==> src/rtl/uart_pkg.sv <==
`default_nettype none
// ============================================================================
// Module      : uart_pkg
// Description : Shared types and default constants for the UART receive path.
// Revision    : 1.0 - initial release
// ============================================================================
package uart_pkg;

    localparam int UART_DATA_BITS  = 8;
    localparam int UART_OVERSAMPLE = 16;

    typedef enum logic [1:0] {
        IDLE  = 2'd0,
        START = 2'd1,
        DATA  = 2'd2,
        STOP  = 2'd3
    } rx_state_t;

endpackage
`default_nettype wire

==> src/rtl/uart_sync_2ff.sv <==
`default_nettype none
// ============================================================================
// Module      : uart_sync_2ff
// Description : Two-flop synchronizer for an asynchronous level, resets high.
// Revision    : 1.0 - initial release
// ============================================================================
module uart_sync_2ff (
    input  logic clk,
    input  logic rst,
    input  logic i_d,
    output logic o_q
);

    logic r_meta;
    logic r_sync;

    always_ff @(posedge clk or posedge rst) begin
        if (rst) begin
            r_meta <= 1'b1;
            r_sync <= 1'b1;
        end else begin
            r_meta <= i_d;
            r_sync <= r_meta;
        end
    end

    assign o_q = r_sync;

endmodule
`default_nettype wire

==> src/rtl/uart_rx.sv <==
`default_nettype none
// ============================================================================
// Module      : uart_rx
// Description : 8N1 UART receiver using a 16x oversampling tick, mid-bit sampling.
// Revision    : 1.0 - initial release
// ============================================================================
module uart_rx
    import uart_pkg::*;
#(
    parameter int DATA_BITS  = UART_DATA_BITS,
    parameter int OVERSAMPLE = UART_OVERSAMPLE
) (
    input  logic                 clk,
    input  logic                 rst,
    input  logic                 tick,
    input  logic                 rx,
    output logic [DATA_BITS-1:0] rx_data,
    output logic                 rx_valid,
    output logic                 frame_err,
    output logic                 busy
);

    localparam int TW = $clog2(OVERSAMPLE);
    localparam int BW = $clog2(DATA_BITS);

    localparam logic [TW-1:0] c_TICK_MID  = TW'(OVERSAMPLE / 2 - 1);
    localparam logic [TW-1:0] c_TICK_LAST = TW'(OVERSAMPLE - 1);
    localparam logic [BW-1:0] c_BIT_LAST  = BW'(DATA_BITS - 1);

    logic                 w_rx_s;
    rx_state_t            r_state;
    rx_state_t            w_state_nxt;
    logic [TW-1:0]        r_tick_cnt;
    logic [TW-1:0]        w_tick_cnt_nxt;
    logic [BW-1:0]        r_bit_cnt;
    logic [BW-1:0]        w_bit_cnt_nxt;
    logic [DATA_BITS-1:0] r_shift;
    logic [DATA_BITS-1:0] w_shift_nxt;
    logic [DATA_BITS-1:0] r_data;
    logic                 r_valid;
    logic                 r_ferr;
    logic                 r_busy;
    logic                 w_stop_sample;
    logic                 w_valid_nxt;
    logic                 w_ferr_nxt;
    logic                 w_busy_nxt;

    uart_sync_2ff u_sync (
        .clk (clk),
        .rst (rst),
        .i_d (rx),
        .o_q (w_rx_s)
    );

    always_ff @(posedge clk or posedge rst) begin
        if (rst) begin
            r_state    <= IDLE;
            r_tick_cnt <= '0;
            r_bit_cnt  <= '0;
            r_shift    <= '0;
        end else begin
            r_state    <= w_state_nxt;
            r_tick_cnt <= w_tick_cnt_nxt;
            r_bit_cnt  <= w_bit_cnt_nxt;
            r_shift    <= w_shift_nxt;
        end
    end

    always_comb begin
        w_state_nxt    = r_state;
        w_tick_cnt_nxt = r_tick_cnt;
        w_bit_cnt_nxt  = r_bit_cnt;
        w_shift_nxt    = r_shift;
        if (tick) begin
            unique case (r_state)
                IDLE: begin
                    if (!w_rx_s) begin
                        w_state_nxt    = START;
                        w_tick_cnt_nxt = '0;
                    end
                end
                START: begin
                    if (r_tick_cnt == c_TICK_MID) begin
                        // A start bit that is high again at mid-bit was only a glitch
                        if (!w_rx_s) begin
                            w_state_nxt    = DATA;
                            w_tick_cnt_nxt = '0;
                            w_bit_cnt_nxt  = '0;
                        end else begin
                            w_state_nxt    = IDLE;
                        end
                    end else begin
                        w_tick_cnt_nxt = r_tick_cnt + TW'(1);
                    end
                end
                DATA: begin
                    if (r_tick_cnt == c_TICK_LAST) begin
                        w_shift_nxt    = {w_rx_s, r_shift[DATA_BITS-1:1]};
                        w_tick_cnt_nxt = '0;
                        if (r_bit_cnt == c_BIT_LAST) begin
                            w_state_nxt   = STOP;
                        end else begin
                            w_bit_cnt_nxt = r_bit_cnt + BW'(1);
                        end
                    end else begin
                        w_tick_cnt_nxt = r_tick_cnt + TW'(1);
                    end
                end
                STOP: begin
                    if (r_tick_cnt == c_TICK_LAST) begin
                        w_state_nxt    = IDLE;
                        w_tick_cnt_nxt = '0;
                    end else begin
                        w_tick_cnt_nxt = r_tick_cnt + TW'(1);
                    end
                end
            endcase
        end
    end

    always_comb begin
        w_stop_sample = tick && (r_state == STOP) && (r_tick_cnt == c_TICK_LAST);
        w_valid_nxt   = w_stop_sample && w_rx_s;
        w_ferr_nxt    = w_stop_sample && !w_rx_s;
        w_busy_nxt    = (w_state_nxt != IDLE);
    end

    always_ff @(posedge clk or posedge rst) begin
        if (rst) begin
            r_data  <= '0;
            r_valid <= 1'b0;
            r_ferr  <= 1'b0;
            r_busy  <= 1'b0;
        end else begin
            r_valid <= w_valid_nxt;
            r_ferr  <= w_ferr_nxt;
            r_busy  <= w_busy_nxt;
            if (w_valid_nxt) begin
                r_data <= r_shift;
            end
        end
    end

    assign rx_data   = r_data;
    assign rx_valid  = r_valid;
    assign frame_err = r_ferr;
    assign busy      = r_busy;

endmodule
`default_nettype wire

==> config.mk <==
export PLATFORM = sky130hd
export DESIGN_NAME = uart_rx
export DESIGN_NICKNAME = d
export VERILOG_FILES = /design/src/rtl/uart_pkg.sv /design/src/rtl/uart_sync_2ff.sv /design/src/rtl/uart_rx.sv
export SDC_FILE = /design/constraint.sdc
export NUM_CORES = 1
export LEC_CHECK = 0
export ABC_AREA = 1
export BUFFER_PORTS_ARGS = -buffer_cell sky130_fd_sc_hd__buf_2
export CORE_MARGIN = 4
export CORE_UTILIZATION = 45
export DETAILED_ROUTE_END_ITERATION = 8
export PLACE_DENSITY = 0.59
export SLEW_MARGIN = 30
export SYNTH_ARGS = -nofsm -noshare
export SYNTH_HDL_FRONTEND = slang
export SYNTH_SLANG_ARGS = --single-unit
==> constraint.sdc <==
create_clock -name clk -period 2.3 [get_ports clk]
set_input_delay 0.115 -clock clk [delete_from_list [all_inputs] [get_ports clk]]
set_output_delay 0.115 -clock clk [all_outputs]
set_load 0.02 [all_outputs]
==> results list <==
* Hold endpoint: frame_err
- TritonCTS built the clock tree.
- Clock root buffer: sky130_fd_sc_hd__clkbuf_4
* Nets in the synthesized netlist: 184
* Total global routing overflow: 0
- The initial utilization of the core area, before any placement, comes to 48.6%.
- Setup slack on the critical path of the routed design comes to 640 ps.
- In this run the standard cell core region covers 0.00315 mm^2.
* RSZ-0062 raised after global routing: no
- Number of H-tree levels: 2
- Worst r2r path cells: 5
- Number of nets at the end of the flow: 204
- The flow ran to the end, and the final reports show no timing, DRC or antenna violations.
- Entering global routing, the biggest net connects 31 pins.
- Place WS: 652 ps
- Count of buffers from port buffering: 14
- Clock insertion delay at the later pin of the skew report: 340 ps
- In this run the worst hold path is classified as in -> reg.
- STA classifies the critical path endpoint as a register.
* Routed wire length: 2870 um
* R2R Setup Slk: 640 ps
* # resized after CTS: 0
* Endpoint of the worst-slack reg-to-reg timing path: r_shift[7]
* Most congested layer reported by global routing: met2
- Cts hold-fix bufs: 2
* Number of maximum-capacitance constraint violations: 0
- The number of setup buffers added after CTS is 0.
* Half-perimeter wire length after detailed placement: 2070 um
- Count of distinct cell types in the synthesized netlist: 24
* Post-synthesis sequential area ratio: 49.1%
* Number of global-route vias before repair: 1175
- Wire length per cell after detailed routing: 12.1 um
* Largest fanout on the critical path: 16
* Count of final max-slew check failures: 0
- Peak supply drop: 0.432 mV
- Top-level port count: 15
* Die boundary height: 66.4 um
* Syn Std Cell Area: 0.00153 mm^2
- The synthesized design contains 30 register bits.
- Count of antenna-violating nets left after detailed routing: 0
- Yosys synthesis warning count: 0
* Initial antenna violation count: 0
* GR Util met2: 23.2%
- Worst endpoint required time: 2510 ps
* Final cell count without fillers: 238
* Fmax: 0.602 GHz
- The layout has 297 filler cells.
- The worst register-to-register path begins at r_state[0].
- After detailed routing, the number of remaining DRC violations is 0.
- The floorplan has 20 rows.
- Cell count after synthesis: 173
- The post-route netlist has 23.7% of its cells at a drive strength greater than 1.
* Number of placed instances, taps included: 228
- The setup path with the least slack is of type reg -> reg.
* Clock-pin slew of the registers on the worst-case setup and hold paths: 100 ps
* TritonCTS Buffers: 5
- Worst EP arrival: 1880 ps
* Worst slew slack as a fraction of its limit: 72.3%
- Overall fraction of global-route tracks in use: 15.6%
- Cell depth of the worst min-delay path: 3
* Number of sinks on the clock net: 30
* Final Hold Vio Count: 0
- Leakage power of the design: 0.895 nW
- Relative to the synthesized area, the layout overhead comes to 14.9%.
- Global-route wire length before repair: 5200 um
- Final TNS setup: 0 ps
- The first detailed-routing pass ran for 4 iterations.
* Transition time at the pin with the least slew margin: 415 ps
* 1st-iter DRT viols: 63
- Clock skew: 12.4 ps
* Overall via count from detail_route: 1177
- Setup Viol. Count Final: 0
* Worst hold path startpoint: tick
- At the end of routability-driven placement, the weighted congestion stood at 0.932.
- Final worst hold slack: 113 ps
- Averaged over all synthesized cells, the footprint is 8.86 um^2.
* Crit start category: register
- In this run the horizontal extent of the chip is 66.4 um.
- Total power per unit cell area: 923 mW/mm^2
- Met1 Usage GRT: 20.6%
* Shortest period the worst path allows: 1660 ps
- Antenna diodes: 0
- Vias per std cell: 4.95
* M3 GR Usage: 5.61%
- Dividing the final minimum period by the clock period gives 72.2%.
- Buffer depth of the longest clock path: 2
- Die Outline Area: 0.00440 mm^2
==> placed cells by master (no fill, tap or decap), types with 2 or more instances in the layout <==
| cell | Yosys | routed |
|---|---|---|
| sky130_fd_sc_hd__dfrtp_1 | 28 | 28 |
| sky130_fd_sc_hd__nor2_1 | 8 | 8 |
| sky130_fd_sc_hd__dlygate4sd3_1 | 0 | 2 |
| sky130_fd_sc_hd__nand3_1 | 9 | 9 |
| sky130_fd_sc_hd__clkbuf_4 | 0 | 5 |
| sky130_fd_sc_hd__bufinv_16 | 0 | 2 |
| sky130_fd_sc_hd__o21ai_0 | 5 | 5 |
| sky130_fd_sc_hd__nand3b_1 | 2 | 2 |
| sky130_fd_sc_hd__inv_1 | 23 | 23 |
| sky130_fd_sc_hd__o21ai_2 | 16 | 16 |
| sky130_fd_sc_hd__a21oi_1 | 3 | 3 |
| sky130_fd_sc_hd__o21ai_1 | 3 | 3 |
| sky130_fd_sc_hd__nand2_1 | 54 | 54 |
| sky130_fd_sc_hd__buf_2 | 0 | 14 |
| sky130_fd_sc_hd__ha_1 | 7 | 7 |
| sky130_fd_sc_hd__dfstp_2 | 2 | 2 |
==> registers in the layout, summed over array words and instances, names as in the netlist <==
signal and cells:
busy 1, frame_err 1, r_bit_cnt 3, r_shift 8
r_state 2, r_tick_cnt 4, rx_data 8, rx_valid 1
u_sync.o_q 1, u_sync.r_meta 1
==> power by group <==
group          internal, mW  switching (mW)
clock                 0.368           0.186
sequential            0.584          0.0620
combinational         0.148           0.276
==> cell usage after synthesis, drive strengths merged <==
library cell / count / area (um^2)
a21boi: 1 / 7.51
a21oi: 3 / 15.0
buf: 3 / 30.0
clkbuf: 1 / 5.00
dfrtp: 28 / 701
dfstp: 2 / 52.6
ha: 7 / 87.6
inv: 23 / 86.3
nand2: 55 / 209
nand3: 10 / 55.1
nand3b: 2 / 15.0
nand4: 2 / 27.5
nor2: 9 / 41.3
nor3: 1 / 5.00
o2111ai: 1 / 8.76
o21ai: 24 / 180
or2: 1 / 6.26
==> critical path: stages, from the launching register on <==
cell and delay (ps):
sky130_fd_sc_hd__dfrtp_1 420, sky130_fd_sc_hd__inv_1 110, sky130_fd_sc_hd__ha_1 330, sky130_fd_sc_hd__nand3_2 410, sky130_fd_sc_hd__nand2_1 200, sky130_fd_sc_hd__o21ai_2 70
==> layer usage <==
layer | up-vias | share of wire [%]
met1 | 547 | 49
met2 | 30 | 45
met3 | 6 | 4.5
met5 | - | 0
met4 | 0 | 1.5
li1 | 594 | -
==> kinds of logic after synthesis <==
| logic type | after synthesis | share of synthesized area [%] |
|---|---|---|
| and+or+nand+nor | 80 | 23.4 |
| DFF | 30 | 49.1 |
| AOI/OAI and AO/OA | 29 | 13.8 |
| buffers and inverters | 27 | 7.92 |
| adders and majority gates | 7 | 5.71 |
==> through the flow <==
stage	util (%)	cell area, um^2	power (mW)
6_report	55.9	1760	1.63
5_1_grt	55.9	1760	1.73
4_1_cts	55.9	1760	1.64
3_5_place_dp	51.7	1630	1.07
3_3_place_gp	51.7	1630	1.07
2_1_floorplan	-	1530	0.965
==> worst max-delay path by stage <==
stage	to	from	slack, ps	cells after the start
2_1_floorplan	busy	r_state[0]	950	8
3_3_place_gp	r_shift[4]	r_tick_cnt[0]	680	6
3_5_place_dp	r_shift[7]	r_state[0]	650	5
4_1_cts	r_shift[7]	r_state[0]	640	5
5_1_grt	r_shift[7]	r_state[0]	460	5
6_report	r_shift[7]	r_state[0]	640	5
==> area by class of cell <==
cell class,count,area (um^2),share of cell area (%)
Multi-Input combinational cell,116,658,37.4
Sequential cell,30,753,42.8
Clock inverter,2,60.1,3.41
Timing Repair Buffer,17,97.6,5.54
Inverter,23,86.3,4.90
Clock buffer,6,51.3,2.91
Tap cell,44,55.1,3.12
Note: power is estimated with default switching activity, not from simulation.
